`config.mk`:
```
export PLATFORM = sky130hd
export DESIGN_NAME = arbiter
export DESIGN_NICKNAME = d
export VERILOG_FILES = /design/src/rtl/arbiter.sv
export SDC_FILE = /design/constraint.sdc
export NUM_CORES = 1
export LEC_CHECK = 0
export ABC_AREA = 1
export BUFFER_PORTS_ARGS = -buffer_cell sky130_fd_sc_hd__clkbuf_2
export CORE_AREA = 2 2 39 41
export DETAILED_ROUTE_END_ITERATION = 10
export DIE_AREA = 0 0 41 43
export GPL_ROUTABILITY_DRIVEN = 0
export PLACE_DENSITY = 0.44
export SLEW_MARGIN = 0
export SYNTH_ARGS = -nofsm -noshare
export SYNTH_HDL_FRONTEND = slang
export SYNTH_SLANG_ARGS = --single-unit
```
`constraint.sdc`:
```
create_clock -name clk -period 0.8 [get_ports clk]
set_clock_uncertainty 0.1 [all_clocks]
set_input_delay 0.16 -clock clk [delete_from_list [all_inputs] [get_ports clk]]
set_output_delay 0.16 -clock clk [all_outputs]
set_load 0.05 [all_outputs]
```
`src/rtl/arbiter.sv`:
```
// Parameterised request arbiter: fixed priority or round robin, optional grant blocking.
// Defining ARBITER_ASSERT_EN compiles in simulation-only output consistency checks.

`ifdef ARBITER_ASSERT_EN
module arbiter_checker #(
    parameter int PORTS = 4,
    parameter int W     = 2
) (
    input logic             clk,
    input logic             rst,
    input logic [PORTS-1:0] grant,
    input logic             grant_valid,
    input logic [W-1:0]     grant_encoded
);

    // Output consistency checks, sampled on every edge outside reset
    always @(posedge clk) begin
        if (!rst) begin
            assert ($onehot0(grant))
                else $error("arbiter: grant not one-hot or zero: %b", grant);
            assert (grant_valid == (|grant))
                else $error("arbiter: grant_valid %b vs grant %b", grant_valid, grant);
            assert (grant_valid ? (grant[grant_encoded] == 1'b1) : (grant_encoded == W'(0)))
                else $error("arbiter: grant_encoded %0d vs grant %b", grant_encoded, grant);
        end
    end

endmodule
`endif

module arbiter #(
    parameter int PORTS                 = 4,
    parameter int ARB_TYPE_ROUND_ROBIN  = 0,
    parameter int ARB_BLOCK             = 0,
    parameter int ARB_BLOCK_ACK         = 1,
    parameter int ARB_LSB_HIGH_PRIORITY = 0,
    localparam int W = (PORTS > 1) ? $clog2(PORTS) : 1
) (
    input  logic             clk,
    input  logic             rst,
    input  logic [PORTS-1:0] request,
    input  logic [PORTS-1:0] acknowledge,
    output logic [PORTS-1:0] grant,
    output logic             grant_valid,
    output logic [W-1:0]     grant_encoded
);

    logic [PORTS-1:0] grant_r, grant_next_s;
    logic [PORTS-1:0] mask_r, mask_next_s;
    logic [PORTS-1:0] masked_req_s, pick_req_s, onehot_s;
    logic [W-1:0]     enc_r, enc_next_s, idx_s;
    logic             valid_r, valid_next_s, hold_s;

    function automatic logic [W-1:0] pick_index(input logic [PORTS-1:0] req);
        logic [W-1:0] idx;
        idx = {W{1'b0}};
        if (ARB_LSB_HIGH_PRIORITY != 0) begin
            for (int i = PORTS - 1; i >= 0; i--) begin
                idx = req[i] ? W'(i) : idx;
            end
        end else begin
            for (int i = 0; i < PORTS; i++) begin
                idx = req[i] ? W'(i) : idx;
            end
        end
        return idx;
    endfunction

    function automatic logic [PORTS-1:0] index_to_onehot(input logic [W-1:0] idx);
        logic [PORTS-1:0] oh;
        for (int i = 0; i < PORTS; i++) begin
            oh[i] = (idx == W'(i));
        end
        return oh;
    endfunction

    // The mask keeps only ports strictly below the winner in priority order
    function automatic logic [PORTS-1:0] next_mask(input logic [W-1:0] idx);
        logic [PORTS-1:0] ones;
        logic [31:0]      sh;
        ones = {PORTS{1'b1}};
        if (ARB_LSB_HIGH_PRIORITY != 0) begin
            sh = 32'(idx) + 32'd1;
            return ones << sh;
        end else begin
            sh = 32'(PORTS) - 32'(idx);
            return ones >> sh;
        end
    endfunction

    // Candidate selection: masked requests first in round robin, else the raw request
    always_comb begin
        masked_req_s = request & mask_r;
        pick_req_s   = request;
        if ((ARB_TYPE_ROUND_ROBIN != 0) && (masked_req_s != {PORTS{1'b0}})) begin
            pick_req_s = masked_req_s;
        end else begin
            pick_req_s = request;
        end
        idx_s    = pick_index(pick_req_s);
        onehot_s = index_to_onehot(idx_s);
    end

    // Hold decision and next grant/mask state
    always_comb begin
        hold_s       = 1'b0;
        grant_next_s = grant_r;
        valid_next_s = valid_r;
        enc_next_s   = enc_r;
        mask_next_s  = mask_r;
        if (ARB_BLOCK != 0) begin
            if (ARB_BLOCK_ACK != 0) begin
                hold_s = valid_r && ((grant_r & acknowledge) == {PORTS{1'b0}});
            end else begin
                hold_s = (grant_r & request) != {PORTS{1'b0}};
            end
        end else begin
            hold_s = 1'b0;
        end

        if (hold_s) begin
            grant_next_s = grant_r;
        end else if (request != {PORTS{1'b0}}) begin
            grant_next_s = onehot_s;
            valid_next_s = 1'b1;
            enc_next_s   = idx_s;
            if (ARB_TYPE_ROUND_ROBIN != 0) begin
                mask_next_s = next_mask(idx_s);
            end else begin
                mask_next_s = mask_r;
            end
        end else begin
            grant_next_s = {PORTS{1'b0}};
            valid_next_s = 1'b0;
            enc_next_s   = {W{1'b0}};
        end
    end

    // State registers with asynchronous clear
    always_ff @(posedge clk or posedge rst) begin
        if (rst) begin
            grant_r <= {PORTS{1'b0}};
            valid_r <= 1'b0;
            enc_r   <= {W{1'b0}};
            mask_r  <= {PORTS{1'b0}};
        end else begin
            grant_r <= grant_next_s;
            valid_r <= valid_next_s;
            enc_r   <= enc_next_s;
            mask_r  <= mask_next_s;
        end
    end

    assign grant         = grant_r;
    assign grant_valid   = valid_r;
    assign grant_encoded = enc_r;

`ifdef ARBITER_ASSERT_EN
    arbiter_checker #(.PORTS(PORTS), .W(W)) u_checker (
        .clk          (clk),
        .rst          (rst),
        .grant        (grant_r),
        .grant_valid  (valid_r),
        .grant_encoded(enc_r)
    );
`endif

endmodule

```
==> results.yml <==
setup_path:
  cp_max_fo: 1
  cp_data_required_time_ps: 540
  path_class: "reg2out"
  crit_path_cell_trace: "buf_8"
  crit_arrival_ps: 790
  crit_family: "flip-flops"
  slowest_stage: "dfrtp_2"
  startpoint_type: "flip-flop"
  max_stage_delay_ps: 400
  crit_buf_inv: 1
  cp-end-kind: "output port"
place:
  dpl_worst_slack_ps: -59.90
  hpwlAfterDp_um: 309.8
  io_buffers: 12
grt:
  use_met1_pct: 5.017
  grt.total_usage_pct: 6.301
  grt_pass1_vias: 197
  grt_pass1_wl_um: 614
  grt_max_degree: 8
  grt-ovfl-total: 0
  antenna_found_initial: 0
  grt_most_used_layer: "met4"
  met2_usage_pct: 7.187
  grtUsageMet3_pct: 3.141
timing:
  fin_crit_sh_pct: 131.7
  fin_hold_ws_ps: -21.45
  maxSlewHeadroom_pct: 83.87
  setup_violations: 7
  layout_setup_ws_ps: -253.7
  maxSlewViolCount: 0
  max_clock_freq_mhz: 949.0
  finalHoldViolations: 1
  worstMarginPinSlew_ps: 241.6
  post-route-min-period_ps: 1054
  fin_setup_tns_ps: -1748
  grt_setup_unrepaired: "yes"
hold_path:
  holdPathStages: 1
  hp-class: "in2reg"
  whs_endpoint: "grant[3]$_DFF_PP0_"
  hp-start: "request[3]"
yosys:
  syn_area_um2: 231.5
  ys_seq_elements: 7
  ys_types: 8
  synth_area_leader_cell: "dfrtp_1"
  synth-seq-area-share_pct: 75.68
  syn_nets: 31
  synth_top_area_share_pct: 75.68
  synthTopCellsByArea: "dfrtp_1 76%, nor2_1 8.1%, inv_1 3.2%"
  synth.avg_cell_area_um2: 11.02
  synth_cells: 21
  yosys_warnings: 0
cts:
  cts_setup_buffers: 0
  cts_buffers: 3
  cts_tree: "yes"
  htreeDepth: 1
  cts_root_buf: "clkbuf_4"
  ctsHoldBuffers: 2
  clockBufferDepth: 2
  cts_sinks: 7
  cts.clk_slew.worst_paths_ps: 50
power:
  finalPower_uw: 834.0
  p_leak_nw: 0.2015
  intPower_uw: 622.7
  comb_power_share_pct: 17.6
  vdd_drop_max_mv: 0.3604
  clock_power_share_pct: 36.5
  p_sw_uw: 211.3
  p_per_area_nw_per_um2: 1972
  seq_power_share_pct: 45.9
  switching_share_pct: 25.33
final_layout:
  regArea_um2: 183.9
  syn_to_final_growth_pct: 82.70
  final_nets: 48
  most-common-layout-cells: "7 x dfrtp_2, 7 x buf_8, 5 x nor2_1, 5 x clkbuf_2, 3 x clkbuf_4"
  fill_cells: 147
  final_core_util_pct: 30.56
  layout-drive-gt1-share_pct: 67.57
  n_antenna_cell: 0
  multi_input_area_um2: 37.54
run:
  max-cap-violations: 0
drt:
  vias: 174
  first_iter_violations: 2
  wirelength_um: 372
  wl_per_cell_um: 7.019
  firstDrtPassIters: 2
  drc: 0
  avgViaCountPerCell: 3.283
  final_antenna_net_count: 0
floorplan:
  start_util_pct: 16.73
  core_area_um2: 1384
  die_y_um: 43
  io_pins: 17
  fp.dieW_um: 41
  rows: 14
  fp.dieArea_um2: 1763
outcome:
  violations: "negative hold slack, negative setup slack"
  status: "complete, but fails checks"
==> per-stage QoR <==
stage | area, um2 | instances
final | 422.9 | 53
after detailed placement | 316.6 | 48
after floorplan | 240.2 | 21
after CTS | 424.2 | 54
after global placement | 316.6 | 48
after global routing | 422.9 | 53
==> how the worst max path moves through the flow <==
stage / startpoint / to / slack [ps] / cells after the start
5_1_grt: grant_encoded[1]$_DFF_PP0_ / grant_encoded[1] / -280 / 1
3_3_place_gp: grant_encoded[1]$_DFF_PP0_ / grant_encoded[1] / -60 / 1
4_1_cts: grant[2]$_DFF_PP0_ / grant[2] / -280 / 1
6_report: grant_encoded[1]$_DFF_PP0_ / grant_encoded[1] / -250 / 1
3_5_place_dp: grant_encoded[1]$_DFF_PP0_ / grant_encoded[1] / -60 / 1
2_1_floorplan: grant[0]$_DFF_PP0_ / grant[0] / 60 / 0
==> timing repair <==
item,CTS,global route
setup endpoints to repair,7,8
endpoints found under the hold margin,8,1
resized for setup,14,7
gates cloned,0,0
==> synth_stat cells (all sizes together) <==
cell type,number
dfrtp,7
o21ai,1
inv,4
clkbuf,1
nand2,3
nor2,5
==> layer usage <==
| metal | vias up | part of all wire [%] |
|---|---|---|
| met5 | - | 0 |
| met2 | 7 | 59 |
| met1 | 77 | 35 |
| met3 | 0 | 5.6 |
| li1 | 90 | - |
| met4 | 0 | 0 |
==> power groups by stage <==
stage | Combinational, mW | Clock (mW) | Sequential [mW]
after floorplan | 0.0225 | 0 | 0.440
after global placement | 0.114 | 0 | 0.382
after detailed placement | 0.113 | 0 | 0.382
after CTS | 0.145 | 0.324 | 0.379
after global routing | 0.157 | 0.335 | 0.384
final | 0.147 | 0.304 | 0.383
==> final cells by class <==
type,instances,share of cell area (%)
Clock buffer,4,6.213
Inverter,4,3.550
Multi-Input combinational cell,9,8.876
Sequential cell,7,43.49
Tap cell,16,4.734
Timing Repair Buffer,13,33.14
==> sequential cells by signal (all words and copies together), names as in the netlist <==
register,flops
grant_encoded,2
grant,4
grant_valid,1
==> cells by family (layout without fill, tap and decap cells) <==
group	count (synthesis)	after routing	share of synthesized area, %
buffers and inverters	5	21	8.109
and+or+nand+nor	8	8	14.06
DFF	7	7	75.68
AOI/OAI and AO/OA	1	1	2.160
(Power assumes the default switching activity.)
